## config.mk

```make
export PLATFORM = sky130hd
export DESIGN_NAME = snd_dsm_dac_flat
export DESIGN_NICKNAME = d
export VERILOG_FILES = /design/src/rtl/snd_pkg.sv /design/src/rtl/snd_dsm_dac_if.sv /design/src/rtl/snd_dsm1.sv /design/src/rtl/snd_dsm_dac.sv /design/src/flat_wrapper.sv
export SDC_FILE = /design/constraint.sdc
export NUM_CORES = 1
export LEC_CHECK = 0
export ABC_AREA = 0
export BUFFER_PORTS_ARGS = -buffer_cell sky130_fd_sc_hd__buf_2
export CAP_MARGIN = 20
export CORE_MARGIN = 3
export CORE_UTILIZATION = 30
export CTS_CLUSTER_DIAMETER = 60
export DETAILED_ROUTE_END_ITERATION = 8
export SLEW_MARGIN = 20
export SYNTH_ARGS = -nofsm -noshare
export SYNTH_HDL_FRONTEND = slang
export SYNTH_SLANG_ARGS = --single-unit
```

## constraint.sdc

```tcl
create_clock -name clk -period 10.4 [get_ports clk]
set_input_delay 0.52 -clock clk [delete_from_list [all_inputs] [get_ports clk]]
set_output_delay 0.52 -clock clk [all_outputs]
set_load 0.01 [all_outputs]
```

## src/rtl/snd_pkg.sv

```systemverilog
// rtl/snd_pkg.sv - shared types and constants for the expansion-audio delta-sigma DAC
// Contents:
//   ramp_st_t  : gain ramp FSM states
//   GAIN_MAX   : full-scale ramp gain
//   LFSR_SEED  : dither LFSR reset value
//   LFSR_TAPS  : dither LFSR Galois feedback mask
package snd_pkg;

  typedef enum logic [1:0] {
    MUTED     = 2'd0,
    RAMP_UP   = 2'd1,
    ON        = 2'd2,
    RAMP_DOWN = 2'd3
  } ramp_st_t;

  localparam logic [7:0]  GAIN_MAX  = 8'd255;
  localparam logic [15:0] LFSR_SEED = 16'hACE1;
  localparam logic [15:0] LFSR_TAPS = 16'hB400;

  // One step of the right-shifting Galois LFSR used for dither.
  function automatic logic [15:0] lfsr_next(input logic [15:0] cur);
    return {1'b0, cur[15:1]} ^ (cur[0] ? LFSR_TAPS : 16'h0000);
  endfunction

endpackage

```

## src/rtl/snd_dsm_dac_if.sv

```systemverilog
// rtl/snd_dsm_dac_if.sv - audio input / DAC output bundle for snd_dsm_dac
// Signals:
//   snd_in[6:0]     expansion audio level, unsigned
//   snd_stb         1-cycle strobe, snd_in valid
//   mute            1 = ramp gain to 0, 0 = ramp gain to full
//   master_vol[3:0] master volume, multiplier master_vol+1
//   pcm_out[15:0]   filtered PCM level
//   ramp_busy       gain ramp in progress
//   dac_out         delta-sigma bitstream
// Modports: master = audio source side, slave = DAC side.
interface snd_dsm_dac_if;
  logic [6:0]  snd_in;
  logic        snd_stb;
  logic        mute;
  logic [3:0]  master_vol;
  logic [15:0] pcm_out;
  logic        ramp_busy;
  logic        dac_out;

  modport master (
    output snd_in, snd_stb, mute, master_vol,
    input  pcm_out, ramp_busy, dac_out
  );

  modport slave (
    input  snd_in, snd_stb, mute, master_vol,
    output pcm_out, ramp_busy, dac_out
  );
endinterface

```

## src/rtl/snd_dsm1.sv

```systemverilog
// rtl/snd_dsm1.sv - first-order delta-sigma modulator with optional dither
// Ports:
//   clk           system clock
//   rst_n         asynchronous reset, active low
//   quiet         (SND_DITHER_EN only) 1 = suppress dither so silence stays silent
//   pcm_in[15:0]  unsigned PCM level
//   dac_out       1-bit stream, density of 1s = level/65536
// Macro SND_DITHER_EN adds a 16-bit Galois LFSR whose low 3 bits are added
// to the level (saturating) before the accumulator.
import snd_pkg::*;

module snd_dsm1 (
  input  logic        clk,
  input  logic        rst_n,
`ifdef SND_DITHER_EN
  input  logic        quiet,
`endif
  input  logic [15:0] pcm_in,
  output logic        dac_out
);

  logic [15:0] level;
  logic [15:0] acc;
  logic [16:0] sum;

`ifdef SND_DITHER_EN
  logic [15:0] lfsr;
  logic [16:0] dith_sum;

  always_ff @(posedge clk or negedge rst_n) begin
    if (!rst_n) begin
      lfsr <= LFSR_SEED;
    end else begin
      lfsr <= lfsr_next(lfsr);
    end
  end

  assign dith_sum = {1'b0, pcm_in} + (quiet ? 17'd0 : {14'd0, lfsr[2:0]});
  // Saturate so a near-full-scale level cannot wrap to a small one.
  assign level = dith_sum[16] ? 16'hFFFF : dith_sum[15:0];
`else
  assign level = pcm_in;
`endif

  // The carry out of the 16-bit accumulator is the output bit.
  assign sum = {1'b0, acc} + {1'b0, level};

  always_ff @(posedge clk or negedge rst_n) begin
    if (!rst_n) begin
      acc     <= '0;
      dac_out <= 1'b0;
    end else begin
      acc     <= sum[15:0];
      dac_out <= sum[16];
    end
  end

endmodule

```

## src/rtl/snd_dsm_dac.sv

```systemverilog
// rtl/snd_dsm_dac.sv - expansion-audio level to 1-bit delta-sigma DAC stream
// Parameters:
//   LPF_SHIFT  low-pass coefficient 2^-LPF_SHIFT (1..8)
//   RAMP_DIV   clk cycles per gain step during mute/unmute ramps (>=1)
// Ports:
//   clk    system clock
//   rst_n  asynchronous reset, active low
//   bus    snd_dsm_dac_if.slave: snd_in, snd_stb, mute, master_vol in;
//          pcm_out, ramp_busy, dac_out out
// Path: capture -> master volume x anti-pop gain -> one-pole low-pass -> DSM.
// Macro SND_DITHER_EN enables LFSR dither inside snd_dsm1.
import snd_pkg::*;

module snd_dsm_dac #(
  parameter int LPF_SHIFT = 4,
  parameter int RAMP_DIV  = 255
) (
  input  logic         clk,
  input  logic         rst_n,
  snd_dsm_dac_if.slave bus
);

  localparam int PW = (RAMP_DIV > 1) ? $clog2(RAMP_DIV) : 1;
  localparam logic [PW-1:0] PRESC_LAST = PW'(RAMP_DIV - 1);

  logic [6:0]         smp;
  logic [7:0]         gain;
  ramp_st_t           state;
  logic [PW-1:0]      presc;
  logic               busy;
  logic               step;
  logic [4:0]         vol_mul;
  logic [10:0]        lvl;
  logic [18:0]        prod;
  logic [15:0]        target;
  logic signed [17:0] y;
  logic signed [17:0] diff;

  // Capture
  always_ff @(posedge clk or negedge rst_n) begin
    if (!rst_n) begin
      smp <= '0;
    end else if (bus.snd_stb) begin
      smp <= bus.snd_in;
    end
  end

  // Ramp FSM. A mute change and a ramp step in the same cycle both apply:
  // the gain moves one step and the direction flips.
  assign step = (presc == PRESC_LAST);

  always_ff @(posedge clk or negedge rst_n) begin
    if (!rst_n) begin
      state <= MUTED;
      gain  <= '0;
      presc <= '0;
      busy  <= 1'b0;
    end else begin
      case (state)
        MUTED: begin
          gain  <= '0;
          presc <= '0;
          if (!bus.mute) begin
            state <= RAMP_UP;
            busy  <= 1'b1;
          end
        end
        RAMP_UP: begin
          presc <= step ? '0 : presc + 1'b1;
          if (step && gain != GAIN_MAX) begin
            gain <= gain + 8'd1;
          end
          if (bus.mute) begin
            state <= RAMP_DOWN;
            presc <= '0;
          end else if (step && gain >= GAIN_MAX - 8'd1) begin
            state <= ON;
            busy  <= 1'b0;
            presc <= '0;
          end
        end
        ON: begin
          gain  <= GAIN_MAX;
          presc <= '0;
          if (bus.mute) begin
            state <= RAMP_DOWN;
            busy  <= 1'b1;
          end
        end
        RAMP_DOWN: begin
          presc <= step ? '0 : presc + 1'b1;
          if (step && gain != 8'd0) begin
            gain <= gain - 8'd1;
          end
          if (!bus.mute) begin
            state <= RAMP_UP;
            presc <= '0;
          end else if (step && gain <= 8'd1) begin
            state <= MUTED;
            busy  <= 1'b0;
            presc <= '0;
          end
        end
        default: begin
          state <= MUTED;
          gain  <= '0;
          presc <= '0;
          busy  <= 1'b0;
        end
      endcase
    end
  end

  // Scale: 127*16*255 >> 3 = 64770 fits 16 bits.
  assign vol_mul = {1'b0, bus.master_vol} + 5'd1;
  assign lvl     = 11'(smp) * 11'(vol_mul);
  assign prod    = 19'(lvl) * 19'(gain);

  always_ff @(posedge clk or negedge rst_n) begin
    if (!rst_n) begin
      target <= '0;
    end else begin
      target <= 16'(prod >> 3);
    end
  end

  // One-pole low-pass. The arithmetic shift floors, so a falling output
  // always moves by at least 1 and reaches the target exactly.
  assign diff = $signed({2'b00, target}) - y;

  always_ff @(posedge clk or negedge rst_n) begin
    if (!rst_n) begin
      y <= '0;
    end else begin
      y <= y + (diff >>> LPF_SHIFT);
    end
  end

  assign bus.pcm_out   = y[15:0];
  assign bus.ramp_busy = busy;

`ifdef SND_DITHER_EN
  logic quiet;
  assign quiet = (y[15:0] == 16'd0) && (gain == 8'd0);
`endif

  snd_dsm1 u_dsm (
    .clk     (clk),
    .rst_n   (rst_n),
`ifdef SND_DITHER_EN
    .quiet   (quiet),
`endif
    .pcm_in  (y[15:0]),
    .dac_out (bus.dac_out)
  );

endmodule
```

## src/flat_wrapper.sv

```systemverilog
// flat-port wrapper written by rule: the top's interface ports become plain ports
module snd_dsm_dac_flat 
#(
  parameter int LPF_SHIFT = 4,
  parameter int RAMP_DIV  = 255
)
  (clk, rst_n, bus_snd_in, bus_snd_stb, bus_mute, bus_master_vol, bus_pcm_out, bus_ramp_busy, bus_dac_out);
  snd_dsm_dac_if bus_i ();
  input  logic clk;
  input  logic rst_n;
  input wire logic [$bits(bus_i.snd_in)-1:0] bus_snd_in;
  input wire logic [$bits(bus_i.snd_stb)-1:0] bus_snd_stb;
  input wire logic [$bits(bus_i.mute)-1:0] bus_mute;
  input wire logic [$bits(bus_i.master_vol)-1:0] bus_master_vol;
  output wire logic [$bits(bus_i.pcm_out)-1:0] bus_pcm_out;
  output wire logic [$bits(bus_i.ramp_busy)-1:0] bus_ramp_busy;
  output wire logic [$bits(bus_i.dac_out)-1:0] bus_dac_out;
  assign bus_i.snd_in = bus_snd_in;
  assign bus_i.snd_stb = bus_snd_stb;
  assign bus_i.mute = bus_mute;
  assign bus_i.master_vol = bus_master_vol;
  assign bus_pcm_out = bus_i.pcm_out;
  assign bus_ramp_busy = bus_i.ramp_busy;
  assign bus_dac_out = bus_i.dac_out;
  snd_dsm_dac #(.LPF_SHIFT(LPF_SHIFT), .RAMP_DIV(RAMP_DIV)) u_core (.clk(clk), .rst_n(rst_n), .bus(bus_i));
endmodule
```

== Word level (Yosys, flattened, before mapping) ==
Cells that the tools add are included.

* $add $sub $neg: 7
* Multipliers: 2
* Div/mod/pow operators: 0
* $lt $le $gt $ge: 2
* Equal/unequal tests: 15
* Shift operators: 0
* Muxes and demuxes: 23
* Bitwise logic cells: 0
* Reductions and logical operators: 10

{| class="wikitable"
|+ Operators with widths
! kind !! count
|-
| $mux 8 || 7
|-
| $pmux 8 s4 || 1
|-
| $pmux 8 s3 || 1
|-
| $mul 11x8->19 || 1
|-
| $add 18x14->18 || 1
|-
| $sub 17x18->18 || 1
|-
| $add 16x16->17 || 1
|-
| $add 8x1->8 const B || 2
|-
| $mux 2 || 6
|-
| $mul 7x5->11 || 1
|-
| $eq 8x8->1 const B || 1
|-
| $ge 8x8->1 const B || 1
|-
| $le 8x1->1 const B || 1
|-
| $ne 2x1->1 const B || 4
|-
| $ne 2x2->1 const B || 4
|-
| $ne 8x8->1 const B || 1
|-
| $pmux 2 s4 || 1
|-
| $reduce_bool 8->1 || 1
|-
| $sub 8x1->8 const B || 1
|-
| $mux 1 || 6
|-
| $ne 3x2->1 const B || 2
|-
| $reduce_and 6->1 || 1
|-
| $add 4x1->5 const B || 1
|-
| $eq 2x2->1 const B || 2
|-
| other kinds (7) || 10
|}

* Register bits after elaboration: 77
* Bits in latches: 0
* Memory bits (writable): 0
* ROM bits: 0
* Bits of input ports: 15
* Output and inout bits: 18
* Logic and storage cells: 68
* Memories kept: 0

== Depth between registers and ports, before layout ==
Gate-level depths: netlist of the first run.

* Depth after elaboration: 5
* Gate-level depth with buffers: 33
* Depth with buffers taken out: 32

== Cells and area by module ==
From an unflattened synthesis of the first run, not the netlist that was laid out.

* Cells, all modules: 992
* Area total of the unflattened synthesis: 9133.8 sq um

{| class="wikitable"
|+ By module, submodules not included
! module !! instances !! cells an instance !! area an instance (sq um) !! sequential area each (sq um)
|-
| snd_dsm_dac || 1 || 865 || 7852.5 || 1501.4
|-
| snd_dsm1 || 1 || 127 || 1281.2 || 425.4
|}

== Worst setup path after synthesis of the first run ==
OpenSTA, ideal clock, no wires.

* Path kind: input -> register
* Start point: in bus_master_vol[0]
* End point: reg u_core.target[14]
* Setup time: 0.087 ns
* Data arrival time: 7.750 ns
* Data required time: 10.313 ns
* Slack: 2.563 ns
* Cell stages on the path: 30
* Path buffers: 1
* Cells stage by stage: ha_1 > and3_1 > clkbuf_1 > and2_1 > fa_1 > fa_1 > inv_1 > fa_1 > inv_1 > ha_1 > inv_1 > nor2_1 > nor2_1 > o21bai_1 > a21oi_1 > o21ai_0 > xnor2_1 > and2_1 > fa_1 > fa_1 > fa_1 > inv_1 > fa_1 > inv_1 > ha_1 > and3_1 > o21a_1 > o41ai_4 > or4b_1 > o211ai_1

* Word-level cells in the longest chain between the ends: 3

{| class="wikitable"
|+ RTL lines
! item !! RTL line !! source
|-
| start, declared || flat_wrapper.sv:14 || <nowiki>input wire logic [$bits(bus_i.master_vol)-1:0] bus_master_vol;</nowiki>
|-
| $add 4x1->5 || snd_dsm_dac.sv:115 || <nowiki>assign vol_mul = {1'b0, bus.master_vol} + 5'd1;</nowiki>
|-
| $mul 7x5->11 || snd_dsm_dac.sv:116 || <nowiki>assign lvl = 11'(smp) * 11'(vol_mul);</nowiki>
|-
| $mul 11x8->19 || snd_dsm_dac.sv:117 || <nowiki>assign prod = 19'(lvl) * 19'(gain);</nowiki>
|-
| named net u_core.prod[17] || snd_dsm_dac.sv:34 || <nowiki>logic [18:0] prod;</nowiki>
|-
| end signal, assigned || snd_dsm_dac.sv:123 || <nowiki>target <= 16'(prod >> 3);</nowiki>
|-
| end, declared || snd_dsm_dac.sv:35 || <nowiki>logic [15:0] target;</nowiki>
|}

The timed path passes the listed nets, and every way through them passes these cells.
A chain may end at the register's enable or synchronous reset.

== Worst setup path in the final report of the first run ==
Ends and elaborated chain as after synthesis.

==> flow_results.org, run 1 <==
** Critical path
- For this design, the slowest cell found on the critical path is sky130_fd_sc_hd__fa_1.
- Timing startpoint of the critical path :: bus_master_vol[0]
- Reg2reg setup slack :: 2.82 ns
- The number of cells on the worst reg-to-reg path is 25.
- Longest individual stage delay on the worst path :: 0.54 ns
- The setup path with the least slack is of type in -> reg.
- Most frequent cell on the critical path :: sky130_fd_sc_hd__fa_1
- Data on the critical path arrives at its endpoint at 8.34 ns.
- Destination of the worst register-to-register timing path :: u_core.target[14]
- Category of the worst setup path launch point :: input port
- Maximum fanout along the worst path :: 9
- Crit path capture type :: register
- Data required time at the worst endpoint :: 10.67 ns
- Critical R2R Launch :: u_core.smp[0]

** Synth
- Number of register bits inferred by synthesis :: 77
- Summing the areas of all xor and xnor instances in the mapped netlist gives 8.08% of the synthesized area.
- Synthesized-area fraction occupied by and/or/nand/nor cells :: 15.3%
- Syn Nets :: 1139
- Count leader, synth :: sky130_fd_sc_hd__inv_1
- Share of the synthesized area in compound gates (AO/OA/AOI/OAI) :: 12.3%
- Of all cell types, the one taking the most synthesized area is sky130_fd_sc_hd__dfrtp_1.
- Yosys mapped the design onto 55 distinct sky130hd cell types.
- Counting flops with a built-in enable in the synthesized netlist gives 0.
- Most common library cells after synthesis :: 130 x sky130_fd_sc_hd__inv_1, 116 x sky130_fd_sc_hd__ha_1, 78 x sky130_fd_sc_hd__and2_1
- Main combinational cell family by area after synthesis :: adder cells
- Proportion of synthesized chip area in sequential cells :: 22.2%
- Synthesis produced a netlist whose cell count is 938.
- Commonest register cell after synthesis :: sky130_fd_sc_hd__dfrtp_1
- The mapped netlist covers 8670 um^2.
- Counting flops with an async set or reset pin after synthesis yields a share of 100%.
- A synthesized cell averages 9.24 um^2.
- For this run, the number of Yosys warnings is 0.
- Area share of the leading cell type in the synthesized netlist :: 22.2%
- Portion of netlist area occupied by mux cells :: 1.27%
- Ranking of synthesized cells by area :: sky130_fd_sc_hd__dfrtp_1 22%, sky130_fd_sc_hd__ha_1 17%, sky130_fd_sc_hd__fa_1 16%
- Adder-Cell Fraction of Synth Area :: 32.9%

** Routing
- Total via count in the routed design :: 6095
- Via density :: 4.59
- After detailed routing, the number of remaining DRC violations is 0.
- Number of violations reported at the end of detailed-routing iteration 0 :: 235
- In the final routed layout, each cell accounts on average for 12.1 um.
- The first TritonRoute pass finished after 4 iterations.
- After detailed routing, the total wire length is 16.1 mm.
- The count of nets left with antenna violations once routing finished came out at 0.

** Clock tree
- TritonCTS built the clock tree.
- For this design, the CTS-stage hold fixing added 0 buffers.
- Library cell used as clock root buffer :: sky130_fd_sc_hd__clkbuf_16
- Once the clock tree was built, the resizer swapped 0 gates to a different size.
- For the worst-skew pair, the clock arrives at the later sink with an insertion delay of 0.35 ns.
- The longest clock path from root to sink contains 2 buffers.
- In this run, CTS created clock tree buffers numbering 9.
- Counting every sink on the clock net gives 77.
- After clock tree synthesis, the clock-pin slew on the worst setup and hold paths is 0.07 ns.
- The number of setup buffers added after CTS is 0.
- The H-tree was split into 3 levels.

** Floorplanning
- DIE WIDTH :: 176 um
- Floorplan row count :: 61
- For this configuration, the core starts out at a cell density of 30.8%.
- The die is 176 um tall.
- Overall die area :: 31000 um^2
- Core area :: 28200 um^2
- Count of boundary I/O pins :: 33

** GRT
- Global routing used 18.3% of the available met2 tracks.
- The via count of the first global-routing pass is 6254.
- In the global route stage, overall resource usage came out at 11.1%.
- Antenna violations before repair :: 0
- First-pass GRT wire length :: 28.9 mm
- Pin count of the biggest net entering global routing :: 78
- Highest-utilization routing layer at the global route stage :: met2
- Residual overflow from global routing :: 0
- In the global route stage, met1 resource usage came out at 15.0%.
- Met3 track demand over resource in global routing :: 2.32%

** Finish
- Area occupied by multi-input gates :: 6050 um^2
- Post-layout net count :: 1147
- Antenna cell count :: 0
- From synthesis to final layout, the design area changed by 8.37%.
- Fraction of layout instances using a drive strength above 1 :: 7.26%
- The sequential cells in the finished layout cover a total of 1930 um^2.
- Number of filler cells placed in the layout :: 2893

** STA
- Fin Clk Skew :: 0.00926 ns
- Setup repair after global routing left no endpoint under its margin.
- Endpoints failing hold :: 0
- The count of pins over their slew limit is 0.
- Final setup fails :: 0
- Max frequency :: 0.124 GHz
- The worst pin sits at a relative slew slack of 48.1%.
- Post-Route Setup TNS :: 0 ns
- The worst path uses 77.7% of the clock period.
- Counting I/O delays and the setup requirement, the final critical path takes 8.08 ns.
- For the pin with the worst max-slew slack, the measured transition is 0.773 ns.

** Hold path
- Classification of the worst-slack hold path :: in -> async

** Flow run
- The tool flagged a number of max-cap violations equal to 0.

** Placement
- Count of port buffers added during placement :: 32
- Final HPWL from detailed placement :: 12.6 mm
- At the end of routability-driven placement, the weighted congestion stood at 0.785.

** Status
- The run finished with clean final reports.
-- critical path: cells and delay by family --
| family | cells | cell delay (ns) |
|---|---|---|
| adders and majority gates | 10 | 4.37 |
| buffers and inverters | 4 | 0.28 |
| AOI/OAI and AO/OA | 9 | 1.68 |
| xor gates and xnor gates | 2 | 0.65 |
| and+or+nand+nor | 3 | 0.80 |
-- cell families after synthesis --
family	count (synthesis)
xor gates and xnor gates	80
DFF	77
muxes	10
AOI/OAI and AO/OA	163
buffers and inverters	165
adders and majority gates	186
and+or+nand+nor	257
-- area by class of cell --
class / count / share of cell area (%)
clock buffer: 9 / 2.40
clock inverter: 7 / 0.679
inverter: 130 / 5.19
multi-input combinational: 696 / 64.4
sequential: 77 / 20.5
tap: 378 / 5.03
timing repair buffer: 32 / 1.77
-- layout by cell type (no fill, tap or decap), types with 5 or more instances in the layout --
cell / Yosys / routed
sky130_fd_sc_hd__clkbuf_16: 0 / 9
sky130_fd_sc_hd__o21a_1: 7 / 7
sky130_fd_sc_hd__nand2_1: 63 / 63
sky130_fd_sc_hd__o31ai_1: 8 / 8
sky130_fd_sc_hd__a31oi_1: 7 / 7
sky130_fd_sc_hd__a21o_1: 19 / 19
sky130_fd_sc_hd__nand2b_1: 9 / 9
sky130_fd_sc_hd__xor2_1: 20 / 20
sky130_fd_sc_hd__buf_2: 0 / 31
sky130_fd_sc_hd__o211ai_1: 6 / 6
sky130_fd_sc_hd__o21ai_0: 30 / 30
sky130_fd_sc_hd__nor3_1: 8 / 8
sky130_fd_sc_hd__o21bai_1: 9 / 9
sky130_fd_sc_hd__fa_1: 70 / 70
sky130_fd_sc_hd__ha_1: 116 / 116
sky130_fd_sc_hd__nand4_1: 5 / 5
sky130_fd_sc_hd__inv_1: 130 / 130
sky130_fd_sc_hd__xnor2_1: 60 / 60
sky130_fd_sc_hd__dfrtp_1: 77 / 77
sky130_fd_sc_hd__and2_1: 78 / 78
sky130_fd_sc_hd__a211oi_1: 5 / 5
sky130_fd_sc_hd__nor2_1: 46 / 46
sky130_fd_sc_hd__nand3_1: 15 / 15
sky130_fd_sc_hd__and3_1: 8 / 8
sky130_fd_sc_hd__a21oi_1: 49 / 49
sky130_fd_sc_hd__mux2_2: 8 / 8
sky130_fd_sc_hd__nor2b_1: 13 / 13
-- worst max-delay path by stage --
| stage | end | slack, ns | depth (start not counted) |
|---|---|---|---|
| 2_1_floorplan | u_core.target[14] | 2.56 | 30 |
| 3_3_place_gp | u_core.target[14] | 2.13 | 28 |
| 3_5_place_dp | u_core.target[14] | 1.93 | 28 |
| 4_1_cts | u_core.target[14] | 2.31 | 28 |
| 5_1_grt | u_core.target[14] | 1.76 | 30 |
| 6_report | u_core.target[14] | 2.32 | 28 |
-- registers in the layout, summed over array words and instances (netlist names) --
name and cells:
u_core.bus.ramp_busy 1, u_core.gain 8, u_core.y 18, u_core.smp 7
u_core.presc 8, u_core.state 2, u_core.u_dsm.dac_out 1, u_core.target 16
u_core.u_dsm.acc 16
-- routing by layer --
layer,wire length (um),vias to the layer above
met2,7350,90
met5,0,-
li1,-,3078
met3,565,10
met1,8080,2917
met4,108,0
-- through the flow --
step                      util [%]  setup WS (ns)  cell area, um^2  hold slack, ns  std cells
after floorplan                  -           2.56             8670           0.224        938
after global placement        32.3           2.13             9100           0.454       1313
after detailed placement      32.3           1.93             9100           0.460       1313
after CTS                     33.3           2.31             9390           0.380       1329
after global routing          33.4           1.76             9390           0.266       1329
final                         33.4           2.32             9390           0.203       1329
Power of run 1 is not shown: default switching activity piles up to over one toggle a cycle in this logic, so the estimate is an artifact.
==> run 2: changes to the inputs <==
- ABC_AREA: 0 -> 1
- clock period: 10.4 -> 7.3 ns (I/O delays scaled with it)
==> flow_results.org, run 2 <==
** Synth
- Count leader, synth :: sky130_fd_sc_hd__nand2_1
- Synthesized instance count :: 1329
- During synthesis, Yosys emitted a total of 0 warnings.
- Ranked by total cell area, the synthesized netlist is headed by sky130_fd_sc_hd__dfrtp_1 20%, sky130_fd_sc_hd__ha_1 15%, sky130_fd_sc_hd__fa_1 15%.
- Proportion of synthesized chip area in sequential cells :: 20.0%
- Yosys mapped the design onto 42 distinct sky130hd cell types.
- Synthesis produced a netlist with a net count of 1530.
- In the synthesized netlist the async set-or-reset flop fraction comes to 100%.
- Number of synthesized flops with an enable pin :: 0
- Most common library cells after synthesis :: 348 x sky130_fd_sc_hd__nand2_1, 232 x sky130_fd_sc_hd__inv_1, 134 x sky130_fd_sc_hd__nor2_1
- Largest area contributor in the netlist :: sky130_fd_sc_hd__dfrtp_1
- The synthesized design contains 77 register bits.
- Average footprint of a synthesized cell :: 7.26 um^2
- Summed over its instances, the top area cell type makes up 20.0% of the synthesized netlist area.
- For this run, the leading register cell type out of synthesis is sky130_fd_sc_hd__dfrtp_1.
- The mapped netlist covers 9650 um^2.

** Routing
- Initial DRT Pass Iterations :: 5
- Number of violations reported at the end of detailed-routing iteration 0 :: 452
- Dividing the detail-routed wire length by the instance count gives 12.5 um.
- For this block, the via count after detailed routing is 8242.
- For this run, design rule violations remaining after detail routing come to 0.
- Wires add up to 22.0 mm.
- Once detail routing completed, the nets flagged for antenna violations numbered 0.
- Using the TritonRoute via totals, the vias-per-cell ratio works out to 4.66.

** STA
- Worst hold slack :: 0.211 ns
- Setup violations remaining at the end of the flow were counted as 0.
- Max frequency :: 0.145 GHz
- Setup repair after global routing left no endpoint under its margin.
- For the final database, setup skew stands at 0.00951 ns.
- Tightest Pin Transition :: 0.662 ns
- The count of pins over their slew limit is 0.
- The count of final hold-check violations is 0.
- In this run the tightest slew margin relative to its limit is 55.9%.
- Across all setup checks in the final design, the least slack found is 0.409 ns.
- Tmin final :: 6.89 ns
- Summed over all failing endpoints, the final setup total negative slack is 0 ns.
- Final worst path period share :: 94.4%

** GRT
- Gr usage total :: 13.7%
- The first global-routing pass estimated 38.8 mm of wire.
- The via count of the first global-routing pass came to 8408.
- Entering global routing, the biggest net connects 50 pins.
- The initial antenna violation count was 0.
- Residual overflow from global routing :: 0

** Critical path
- Critical path depth :: 32
- The worst setup path is launched from an input port.
- Critical Setup Path Class :: in -> reg
- Data arrival at the endpoint of the critical path :: 7.14 ns
- Timing startpoint of the critical path :: bus_master_vol[0]
- Critical R2R Launch :: u_core.smp[1]
- Most frequent cell on the critical path :: sky130_fd_sc_hd__nand2_1
- The slowest stage of the critical path is the sky130_fd_sc_hd__fa_1 cell.
- The worst register-to-register path has a depth of 26.
- Crit path capture type :: register
- The largest single stage delay on the critical path is 0.54 ns.
- At the worst endpoint, the required time is 7.55 ns.
- CP top delay family :: adder cells
- Maximum fanout along the worst path :: 7
- The critical path contains buffers and inverters numbering 8 combined.

** Clock tree
- Max clock buf depth :: 2
- For the worst-skew pair, the clock arrives at the later sink with an insertion delay of 0.36 ns.
- The tree is rooted in a sky130_fd_sc_hd__clkbuf_16.
- H-tree level count :: 3
- TritonCTS built the clock tree.
- TritonCTS Sinks :: 77
- Register clock-pin slew on the reported worst setup and hold paths :: 0.07 ns
- Total clock buffers created by CTS :: 9

** Floorplanning
- Once the floorplan was initialized, standard cells occupied 30.5% of the core.
- Height of the die :: 185 um
- Core area :: 31600 um^2
- DIE WIDTH :: 185 um
- Overall die area :: 34300 um^2
- 33 I/O pins were placed.
- Floorplan row count :: 65

** Placement
- After legalization and detailed placement, the total HPWL measured 18.0 mm.
- Pre-CTS setup slack :: 0.0119 ns
- The congestion estimate from routability-driven global placement came to 0.868.
- During placement, the flow inserted port buffers numbering 32.

** Flow run
- Across the run, the number of max-cap violations was 0.

** Finish
- Leaving out fill and tap cells, the most frequent cell in the layout is sky130_fd_sc_hd__nand2_1.
- Highest-count cells in the layout ignoring fill and taps :: 347 x sky130_fd_sc_hd__nand2_1, 232 x sky130_fd_sc_hd__inv_1, 133 x sky130_fd_sc_hd__nor2_1
- Antenna cell count :: 0
- The register with the most flip-flops in the layout has 18 of them.
- Post-layout net count :: 1562
- Fraction of layout instances using a drive strength above 1 :: 6.96%
- From synthesis to final layout, the design area changed by 9.46%.
- Registers with the most flip-flops :: u_core.y (18), u_core.target (16), u_core.u_dsm.acc (16)
- Largest register by flop count :: u_core.y

** Status
- The run finished with clean final reports.

** Hold path
- The min-delay analysis places its worst path in the category in -> reg.
- Number of cells on the worst hold path :: 3
- The startpoint identified for the worst hold timing path is bus_snd_in[2].
-- run 2: cell types whose count changed in the layout (fill, tap and decap cells not counted), moves of 9 or more --
cell / delta
sky130_fd_sc_hd__nor2b_1: -13
sky130_fd_sc_hd__nand2b_1: -9
sky130_fd_sc_hd__nor2_1: +87
sky130_fd_sc_hd__xor2_1: +13
sky130_fd_sc_hd__nand3_1: +60
sky130_fd_sc_hd__nand4_1: +10
sky130_fd_sc_hd__buf_4: +21
sky130_fd_sc_hd__inv_1: +102
sky130_fd_sc_hd__a21oi_1: +30
sky130_fd_sc_hd__and2_1: -78
sky130_fd_sc_hd__nand2_1: +284
sky130_fd_sc_hd__xnor2_1: -50
-- run 2: cell families (layout without fill, tap and decap cells) --
| logic type | after synthesis | count (layout) | synth area share [%] |
|---|---|---|---|
| xor+xnor | 46 | 46 | 4.33 |
| flops | 77 | 77 | 20.0 |
| compound gates | 150 | 150 | 8.68 |
| simple gates | 599 | 599 | 25.8 |
| buf+inv | 271 | 307 | 11.6 |
| fa+ha+maj | 186 | 186 | 29.6 |
-- run 2: timing repair --
| action | CTS | global route |
|---|---|---|
| setup endpoints to repair | 0 | 7 |
| setup buffers | 0 | 2 |
| hold endpoints to repair | 28 | 0 |
| gates resized for setup | 0 | 4 |
| hold buffers | 1 | 0 |
-- run 2: worst paths after layout --
| kind | end | slack, ns |
|---|---|---|
| worst max-delay path | u_core.target[15] | 0.41 |
| worst min-delay path | u_core.smp[2] | 0.21 |
| worst max register to register | u_core.target[14] | 0.45 |
| worst min register to register | u_core.u_dsm.acc[0] | 0.47 |
| max in group asynchronous | u_core.presc[0] | 5.80 |
| min in group asynchronous | u_core.u_dsm.acc[4] | 0.48 |
-- run 2: stage by stage --
stage                     utilization, %  instances  cell area, um^2
after floorplan                        -       1329             9650
after global placement              32.3       1749            10200
after detailed placement            32.3       1749            10200
after CTS                           33.3       1765            10500
after global routing                33.4       1767            10600
final                               33.4       1767            10600
-- run 2: worst reg2reg max path: cells and delay by family (launching register included) --
family | cells | cell delay, ns
AND/OR/NAND/NOR | 9 | 1.05
flip-flops | 1 | 0.42
buffers and inverters | 5 | 0.32
adder cells (fa/ha/maj) | 9 | 4.34
AO/OA/AOI/OAI | 2 | 0.35
XOR/XNOR | 1 | 0.27
-- run 2: layer usage --
layer | share of wire [%] | track usage (%)
met5 | 0 | 0
met4 | 1.4 | 3.33
met3 | 4.0 | 2.55
met2 | 48 | 24.3
met1 | 46 | 17.1
-- run 2: area by class of cell --
cell class,count,area [um^2]
flip-flops and latches,77,1930
well taps,402,503
clock inverters,6,62.6
fillers,3367,21100
inverters,239,900
repair buffers,53,323
multi-input cells,981,6620
clock buffers,9,225
Power of run 2 is left out for the same reason.
